==> config.mk <==
export PLATFORM = sky130hd
export DESIGN_NAME = ball_catch_scorer
export DESIGN_NICKNAME = d
export VERILOG_FILES = /design/src/rtl/ball_catch_scorer.sv
export SDC_FILE = /design/constraint.sdc
export NUM_CORES = 1
export LEC_CHECK = 0
export BUFFER_PORTS_ARGS = -buffer_cell sky130_fd_sc_hd__buf_4
export CORE_MARGIN = 1
export CORE_UTILIZATION = 35
export CTS_BUF_LIST = sky130_fd_sc_hd__clkbuf_4 sky130_fd_sc_hd__clkbuf_8
export DETAILED_ROUTE_END_ITERATION = 10
export PLACE_DENSITY = 0.63
export RECOVER_POWER = 25
export SYNTH_ARGS = -nofsm -noshare
export SYNTH_HDL_FRONTEND = slang
export SYNTH_SLANG_ARGS = --single-unit
==> constraint.sdc <==
create_clock -name clk_in -period 3.3 [get_ports clk_in]
set_input_delay 0 -clock clk_in [delete_from_list [all_inputs] [get_ports clk_in]]
set_output_delay 0 -clock clk_in [all_outputs]
set_load 0.02 [all_outputs]
==> src/rtl/ball_catch_scorer.sv <==
// Ball-catch game scorer: start-edge detect, IDLE/PLAY/OVER control, catch/miss scoring and lives.
// Optional feature macro SCORE_BCD_EN: score held as 4 packed BCD digits instead of binary.
module ball_catch_scorer #(
  parameter logic [9:0] BAR_Y      = 10'd440,
  parameter logic [9:0] BAR_WIDTH  = 10'd80,
  parameter logic [9:0] MISS_Y     = 10'd457,
  parameter logic [9:0] REARM_Y    = 10'd100,
  parameter logic [1:0] LIVES_INIT = 2'd3
) (
  input  logic        clk_in,
  input  logic        reset,
  input  logic        start_btn,
  input  logic [9:0]  X_rnd,
  input  logic [9:0]  Y_rnd,
  input  logic [10:0] radius,
  input  logic [9:0]  bar_x,
  output logic        caught,
  output logic        new_game,
  output logic        missed,
  output logic [15:0] score,
  output logic [1:0]  lives,
  output logic        playing,
  output logic        game_over
);

  localparam int unsigned GW = 12;
  localparam int unsigned SW = 16;

  typedef enum logic [1:0] {S_IDLE, S_PLAY, S_OVER} state_t;

  state_t        state, state_nxt;
  logic          start_q, start_rise;
  logic          armed, armed_nxt;
  logic          caught_nxt, missed_nxt, new_game_nxt;
  logic [SW-1:0] score_nxt;
  logic [1:0]    lives_nxt;

  // Geometry in 12 bits: widest sum (1023 + 1023 + 2047) still fits, so nothing wraps
  logic [GW-1:0] y_ext, x_ext, r_ext, bx_ext;
  logic [GW-1:0] y_bottom, x_right, bar_right;
  logic          hit, miss, rearm;

  assign y_ext     = GW'(Y_rnd);
  assign x_ext     = GW'(X_rnd);
  assign r_ext     = GW'(radius);
  assign bx_ext    = GW'(bar_x);
  assign y_bottom  = y_ext + r_ext;
  assign x_right   = x_ext + r_ext;
  assign bar_right = bx_ext + GW'(BAR_WIDTH) + r_ext;

  assign hit   = armed && (y_bottom >= GW'(BAR_Y)) && (y_ext < GW'(MISS_Y))
                       && (x_right >= bx_ext) && (x_ext <= bar_right);
  assign miss  = armed && (y_ext >= GW'(MISS_Y)) && !hit;
  assign rearm = (y_ext < GW'(REARM_Y));

  assign start_rise = start_btn && !start_q;

`ifdef SCORE_BCD_EN
  function automatic logic [SW-1:0] score_inc(input logic [SW-1:0] s);
    logic [SW-1:0] r;
    logic          carry;
    r     = s;
    carry = 1'b1;
    if (s != 16'h9999) begin
      for (int i = 0; i < 4; i++) begin
        if (carry) begin
          if (r[i*4 +: 4] == 4'd9) begin
            r[i*4 +: 4] = 4'd0;
          end else begin
            r[i*4 +: 4] = r[i*4 +: 4] + 4'd1;
            carry       = 1'b0;
          end
        end
      end
    end
    return r;
  endfunction
`else
  function automatic logic [SW-1:0] score_inc(input logic [SW-1:0] s);
    return (s >= 16'd9999) ? s : s + 16'd1;
  endfunction
`endif

  // State register
  always_ff @(posedge clk_in or posedge reset) begin
    if (reset) state <= S_IDLE;
    else       state <= state_nxt;
  end

  // Next-state: a start edge always (re)enters PLAY; last-life miss ends the game
  always_comb begin
    state_nxt = state;
    case (state)
      S_IDLE:  if (start_rise) state_nxt = S_PLAY;
      S_PLAY:  if (!start_rise && miss && (lives <= 2'd1)) state_nxt = S_OVER;
      S_OVER:  if (start_rise) state_nxt = S_PLAY;
      default: state_nxt = S_IDLE;
    endcase
  end

  // Output/datapath next values: start beats hit, hit beats miss, miss beats re-arm
  always_comb begin
    caught_nxt   = 1'b0;
    missed_nxt   = 1'b0;
    new_game_nxt = 1'b0;
    score_nxt    = score;
    lives_nxt    = lives;
    armed_nxt    = armed;
    if (start_rise) begin
      new_game_nxt = 1'b1;
      score_nxt    = '0;
      lives_nxt    = LIVES_INIT;
      armed_nxt    = 1'b1;
    end else if (state == S_PLAY) begin
      if (hit) begin
        caught_nxt = 1'b1;
        score_nxt  = score_inc(score);
        armed_nxt  = 1'b0;
      end else if (miss) begin
        missed_nxt = 1'b1;
        armed_nxt  = 1'b0;
        lives_nxt  = (lives <= 2'd1) ? 2'd0 : lives - 2'd1;
      end else if (rearm) begin
        armed_nxt  = 1'b1;
      end
    end
  end

  always_ff @(posedge clk_in or posedge reset) begin
    if (reset) begin
      start_q   <= 1'b0;
      armed     <= 1'b0;
      caught    <= 1'b0;
      missed    <= 1'b0;
      new_game  <= 1'b0;
      score     <= '0;
      lives     <= '0;
      playing   <= 1'b0;
      game_over <= 1'b0;
    end else begin
      start_q   <= start_btn;
      armed     <= armed_nxt;
      caught    <= caught_nxt;
      missed    <= missed_nxt;
      new_game  <= new_game_nxt;
      score     <= score_nxt;
      lives     <= lives_nxt;
      playing   <= (state_nxt == S_PLAY);
      game_over <= (state_nxt == S_OVER);
    end
  end

endmodule

=== Yosys cells after proc, flatten, opt, wreduce, memory -nomap -nowiden ===
Index checks and enable logic that the tools add are counted.

* Flip-flop bits (word level): 27
* Input bits: 44
* Output and inout bits: 23
* Logic and storage cells: 76

* $add $sub $neg: 6
* Order comparisons: 8
* Eq/ne operators: 6
* Muxes and demuxes: 25
* Reduce and logical (&&, ||, !) cells: 21

{| class="wikitable"
|+ Operators with widths
! kind !! count
|-
| 16-bit 2-to-1 mux || 4
|-
| 10-bit by 11-bit adder with 12-bit output || 2
|-
| 16-bit by 1-bit adder with 16-bit output (second input constant) || 1
|-
| 16-bit by 14-bit greater-or-equal comparator with 1-bit output (second input constant) || 1
|-
| 2-bit 2-to-1 mux || 7
|-
| 1-bit 2-to-1 mux || 13
|-
| 11-bit by 11-bit adder with 12-bit output || 1
|-
| 12-bit by 10-bit greater-or-equal comparator with 1-bit output || 1
|-
| 12-bit by 9-bit greater-or-equal comparator with 1-bit output (second input constant) || 1
|-
| 10-bit by 12-bit less-or-equal comparator with 1-bit output || 1
|-
| 10-bit by 7-bit adder with 11-bit output (second input constant) || 1
|-
| 10-bit by 9-bit greater-or-equal comparator with 1-bit output (second input constant) || 1
|-
| 10-bit by 7-bit less-than comparator with 1-bit output (second input constant) || 1
|-
| 10-bit by 9-bit less-than comparator with 1-bit output (second input constant) || 1
|-
| 1-bit logical AND || 9
|-
| 3-bit AND reduction || 2
|-
| 2-bit nonzero test || 3
|-
| 2-bit by 1-bit == test with 1-bit output (second input constant) || 2
|-
| 2-bit == test (second input constant) || 2
|-
| 2-bit != test (second input constant) || 2
|-
| 2-bit case mux with 2 select lines || 1
|-
| 4-bit nonzero test || 1
|-
| 1-bit zero test || 3
|-
| 2-bit by 1-bit less-or-equal comparator with 1-bit output (second input constant) || 1
|-
| other kinds (4) || 4
|}

=== Depth between registers and ports, before layout ===
* Depth in word-level cells: 13
* Mapped depth: 20
* Depth with buffers taken out: 19

=== Least setup slack after synthesis ===
OpenSTA, ideal clock, no wires.

* Path kind: input to register
* From: input port radius[1]
* To: register score[4]
* Arrival: 3.794 ns
* Data required time: 3.222 ns
* Slack: -0.572 ns
* Stages: 20
* Path buffers: 1
* Path through: ha_1 > ha_1 > inv_1 > fa_1 > inv_1 > a21o_1 > a41o_1 > nor2_1 > o21ai_0 > xnor2_1 > ha_1 > a211oi_1 > o21ai_0 > a221oi_1 > a2111o_1 > a2111oi_0 > or3_1 > buf_2 > or4_2 > a21oi_1

* Word-level cells in the longest chain between the ends: 8
* Elaborated cells between the ends (all ways): 12

{| class="wikitable"
|+ RTL lines
! element !! RTL line !! RTL
|-
| from (decl) || 15 || <nowiki>input logic [10:0] radius,</nowiki>
|-
| 10-bit by 11-bit adder with 12-bit output || 47 || <nowiki>assign y_bottom = y_ext + r_ext;</nowiki>
|-
| 12-bit by 9-bit greater-or-equal comparator with 1-bit output || 51 || <nowiki>assign hit = armed && (y_bottom >= GW'(BAR_Y)) && (y_ext < GW'(MISS_Y))</nowiki>
|-
| 1-bit logical AND (2 in series) || 51 ||
|-
| 1-bit logical AND || 52 || <nowiki>&& (x_right >= bx_ext) && (x_ext <= bar_right);</nowiki>
|-
| 1-bit logical AND * || 52 ||
|-
| 2-bit nonzero test (no source line) * || -- ||
|-
| 3-bit AND reduction (no source line) * || -- ||
|-
| to (signal assigned) || 146 || <nowiki>score <= score_nxt;</nowiki>
|-
| to (decl) || 20 || <nowiki>output logic [15:0] score,</nowiki>
|}

Every way passes the cells marked *; elsewhere a longest branch is shown, timed or not.
A chain may end at the register's enable or synchronous reset.

=== Final worst setup path ===
* From: input port radius[1]
* To: register score[9]

Same word-level chain as after synthesis.

==> results.md <==
- Syn avg cell area: between 8 and 9 um2
- Hold Path End: missed$_DFF_PP0_
- Levels on crit path: 21
- GRT overflow: 0
- Leakage power: 2.29 nW
- Port bufs: 66
- Antenna Cells: 0
- RD Place Congestion: a little under 0.9
- Warnings, synthesis: 0
- Internal Power: about 950 uW
- Number of fill cells in the layout: 874
- Switching power: 665 uW
- # DRC: 0
- EDFF count, synth: 0
- First drt pass iteration count: 4
- Slew Limit Fails: 0
- Worst reg2reg path depth: 9
- Clock Pin Slew Worst Setup and Hold Paths: about 0.1 ns
- Die area: between 9000 and 10000 um2
- Global-route total usage across every layer: around 20%
- I/O pins: 67
- Die Ht: between 90 and 100 um
- Fmax: about 290 MHz
- Worst r2r dst: score[9]$_DFFE_PP0P_
- Maximum VDD drop: approximately 0.00017 V
- Clk_lat worst skew: between 0.2 and 0.3 ns
- Mapped cell area: 3310 um2
- Switching share of total power: 41.3%
- Max Cap Violations: 0
- CP delay by family, top: compound AO/OA/AOI/OAI gates
- CTS tree: built
- # nets final: around 640
- WS Path Type: input port to register
- Crit end category: register
- Minimum clock period: 3.49 ns
- Cell Rows: 35
- CTS Sinks: 27
- Setup TNS: -1.70 ns
- Die X: approximately 100 um
- Status: complete, but fails checks
- Arrival time at the worst endpoint: between 3 and 4 ns
- Detailed Route Iter0 Violations: 112
- Fin util: 51.7%
- Detailed-placement wirelength estimate: approximately 7700 um
- Worst-path maximum fanout: 5
- Critical path, cell by cell: buf_8, ha_4, ha_4, inv_2, fa_2, inv_2, a21o_1, a41o_1, nor2_2, o21ai_2, xnor2_1, ha_1, a211oi_2, o21ai_1, a221oi_2, a2111o_1, a2111oi_4, buf_4, or4_1, or3_1, a21oi_1
- Sequential power share: 26.2%
- Relative slew slack: 31.1%
- Synth Flop Type: dfrtp_1
- First-pass GRT wire length: about 16000 um
- Crit path required time: about 3.5 ns
- Number of global-route vias before repair: 3441
- P&R area growth vs syn: 43.7%
- Worst reg-to-reg setup slack: approximately 0.28 ns
- Seq cells post-synth: 27
- RSZ-0062 raised after global routing: true
- CTS Buf Count: 3
- Routed wire length: 9570 um
- Register area share after synthesis: approximately a fifth
- Final period utilization: 106%
- Fin. Hold Viols: 0
- Antenna violations before repair: 0
- Initial Util: between 30% and 40%
- Crit Reg-Reg Startpoint: score[0]$_DFFE_PP0P_
- Pwr Total: 1.61 mW
- H-Tree Depth: 1
- Worst stage delay on the critical path: ~0.5 ns
- Clk pwr share: between 10% and 20%
- Slew @ Worst Pin: 1.03 ns
- Core Area: around 9200 um2
- Largest net degree at the start of global routing: 28
- WP buf/inv: 4
- Synth Instances: 394
- Pwr/cell area: 339 nW/um2
- Failing checks: setup timing
- Vias per std cell: roughly 5.4
- Worst Hold Launch: Y_rnd[9]
- Hold slack: approximately 0.29 ns
- DR vias: approximately 3500
- Setup violators final: 15
- Post-synth ARST share: between 90% and 100%
- Max stage delay cell, worst path: or4_1
- Setup ws final: -0.186 ns
- Worst Hold Class: input port to register
- Logic pwr share: 61.2%
- Syn Nets: roughly 500
- Unique masters post-synth: between 60 and 70
- Startpoint types: input port
- Min-Delay Path Depth: 4
- Share of layout cells above drive strength 1: about a third
- Worst-case clock buffer depth: 2
- Remaining antenna violation count after routing: 0
- Wire per inst: around 15 um
- Root buf cell: clkbuf_8
- Clk_skew: roughly 0.0075 ns
[cells in the final DEF (no fill, tap or decap), types with 3 or more instances in the layout]
master | netlist | layout
buf_4 | 0 | 111
ha_1 | 61 | 54
nand2_1 | 32 | 32
inv_1 | 31 | 29
dfrtp_1 | 27 | 27
a21oi_1 | 32 | 26
nor2_1 | 27 | 25
o21ai_0 | 20 | 16
clkbuf_1 | 4 | 14
a21o_1 | 11 | 11
nand2b_1 | 10 | 10
nand3_1 | 9 | 9
o211ai_1 | 8 | 8
xnor2_1 | 8 | 8
xor2_1 | 7 | 7
ha_4 | 0 | 7
or4_1 | 7 | 6
mux2i_1 | 6 | 6
a21oi_2 | 0 | 6
or3_1 | 7 | 6
buf_6 | 0 | 6
o21a_1 | 5 | 5
a211o_1 | 4 | 4
o21ai_1 | 1 | 4
nand4_1 | 4 | 4
a211oi_1 | 7 | 4
a211oi_2 | 0 | 3
nor4_1 | 4 | 3
a31o_2 | 3 | 3
and2_1 | 3 | 3
clkbuf_8 | 0 | 3
[metal layers]
metal / wire (um) / global-route usage (%) / up-vias
met1: 4340 / 25.1 / 1624
met3: 332 / 1.48 / 10
met5: 0 / 0 / -
met4: 133 / 4.19 / 0
li1: - / - / 1741
met2: 4770 / 37.3 / 76
[Yosys cell counts, types with 2 or more instances]
master      n  area [um2]
mux2_2      2        22.5
a21oi_1    32         160
clkbuf_1    4        15.0
a31o_2      3        26.3
nand2b_1   10        62.6
o22ai_1     2        12.5
buf_2       3        15.0
nand3_1     9        45.0
o31ai_1     4        30.0
or3_1       7        43.8
a211oi_1    7        52.6
inv_1      31         116
o211ai_1    8        60.1
nand4_1     4        25.0
o21ai_0    20         100
and2_1      3        18.8
xnor2_1     8        70.1
o21a_1      5        37.5
a41oi_1     2        17.5
o21bai_1    2        15.0
dfrtp_1    27         676
nand3b_1    2        15.0
xor2_1      7        61.3
nor2_1     27         101
a211o_1     4        35.0
nand2_1    32         120
a21o_1     11        82.6
nor3b_1     3        22.5
nor4_1      4        25.0
ha_1       61         763
fa_1        3        60.1
or4_1       7        52.6
mux2i_1     6        60.1
nor3_1      3        15.0
o41ai_1     2        17.5
and3_1      3        18.8
a2111oi_0   2        17.5
[registers in the layout, indices dropped and copies added, names as in the netlist]
| name | count |
|---|---|
| start_q | 1 |
| lives | 2 |
| missed | 1 |
| new_game | 1 |
| game_over | 1 |
| playing | 1 |
| score | 16 |
| armed | 1 |
| state | 2 |
| caught | 1 |
[per-stage QoR]
step | setup slack, ns | std cells | area (um2)
2_1_floorplan | -0.229 | 394 | 3420
3_3_place_gp | -0.482 | 622 | 4470
3_5_place_dp | -0.577 | 622 | 4470
4_1_cts | -0.188 | 633 | 4680
5_1_grt | -0.352 | 638 | 4760
6_report | -0.186 | 638 | 4760
[cell families after synthesis]
kind of cell | Yosys count | share of synthesized area (%)
AO/OA/AOI/OAI | 118 | 24.1
XOR/XNOR | 15 | 3.97
adder cells (fa/ha/maj) | 64 | 24.9
buffers and inverters | 38 | 4.42
flip-flops | 27 | 20.4
multiplexers | 8 | 2.49
AND/OR/NAND/NOR | 124 | 19.7
[worst max-delay path by stage]
stage	start	slack (ns)	endpoint
after floorplan	bar_x[1]	-0.23	score[4]$_DFFE_PP0P_
after global placement	radius[0]	-0.48	score[11]$_DFFE_PP0P_
after detailed placement	radius[0]	-0.58	score[11]$_DFFE_PP0P_
after CTS	radius[1]	-0.19	score[8]$_DFFE_PP0P_
after global routing	radius[1]	-0.35	score[9]$_DFFE_PP0P_
final	radius[1]	-0.19	score[9]$_DFFE_PP0P_
[worst reg2reg max path: stages, from the launching register on]
cell	delay, ns
dfrtp_1	0.43
ha_1	0.27
nand3_1	0.17
a21oi_1	0.10
or3_1	0.32
a211o_1	0.34
or2_4	0.29
or4_1	0.55
or3_1	0.32
a21oi_1	0.14
[power groups by stage]
stage                     clock, mW  combinational (mW)  sequential, mW
after floorplan                   0               0.525           0.464
after global placement            0               0.888           0.424
after detailed placement          0               0.903           0.429
after CTS                     0.210               0.962           0.422
after global routing          0.223                1.09           0.428
final                         0.203               0.985           0.422
[layout make-up]
type / instances / area, um2 / share of cell area [%]
timing repair buffer: 136 / 1010 / 21.3
tap: 111 / 139 / 2.92
clock buffer: 3 / 41.3 / 0.868
inverter: 31 / 116 / 2.45
multi-input combinational: 329 / 2770 / 58.1
clock inverter: 1 / 8.76 / 0.184
sequential: 27 / 676 / 14.2
[repair_timing]
action                                  CTS  global route
buffers inserted                          5             5
gates resized for setup                  21            17
hold buffers                              2             0
hold endpoints to repair                  9             0
pin swaps                                28            20
endpoints found under the setup margin   15            16
No activity file was read; power rests on OpenSTA's default activity.
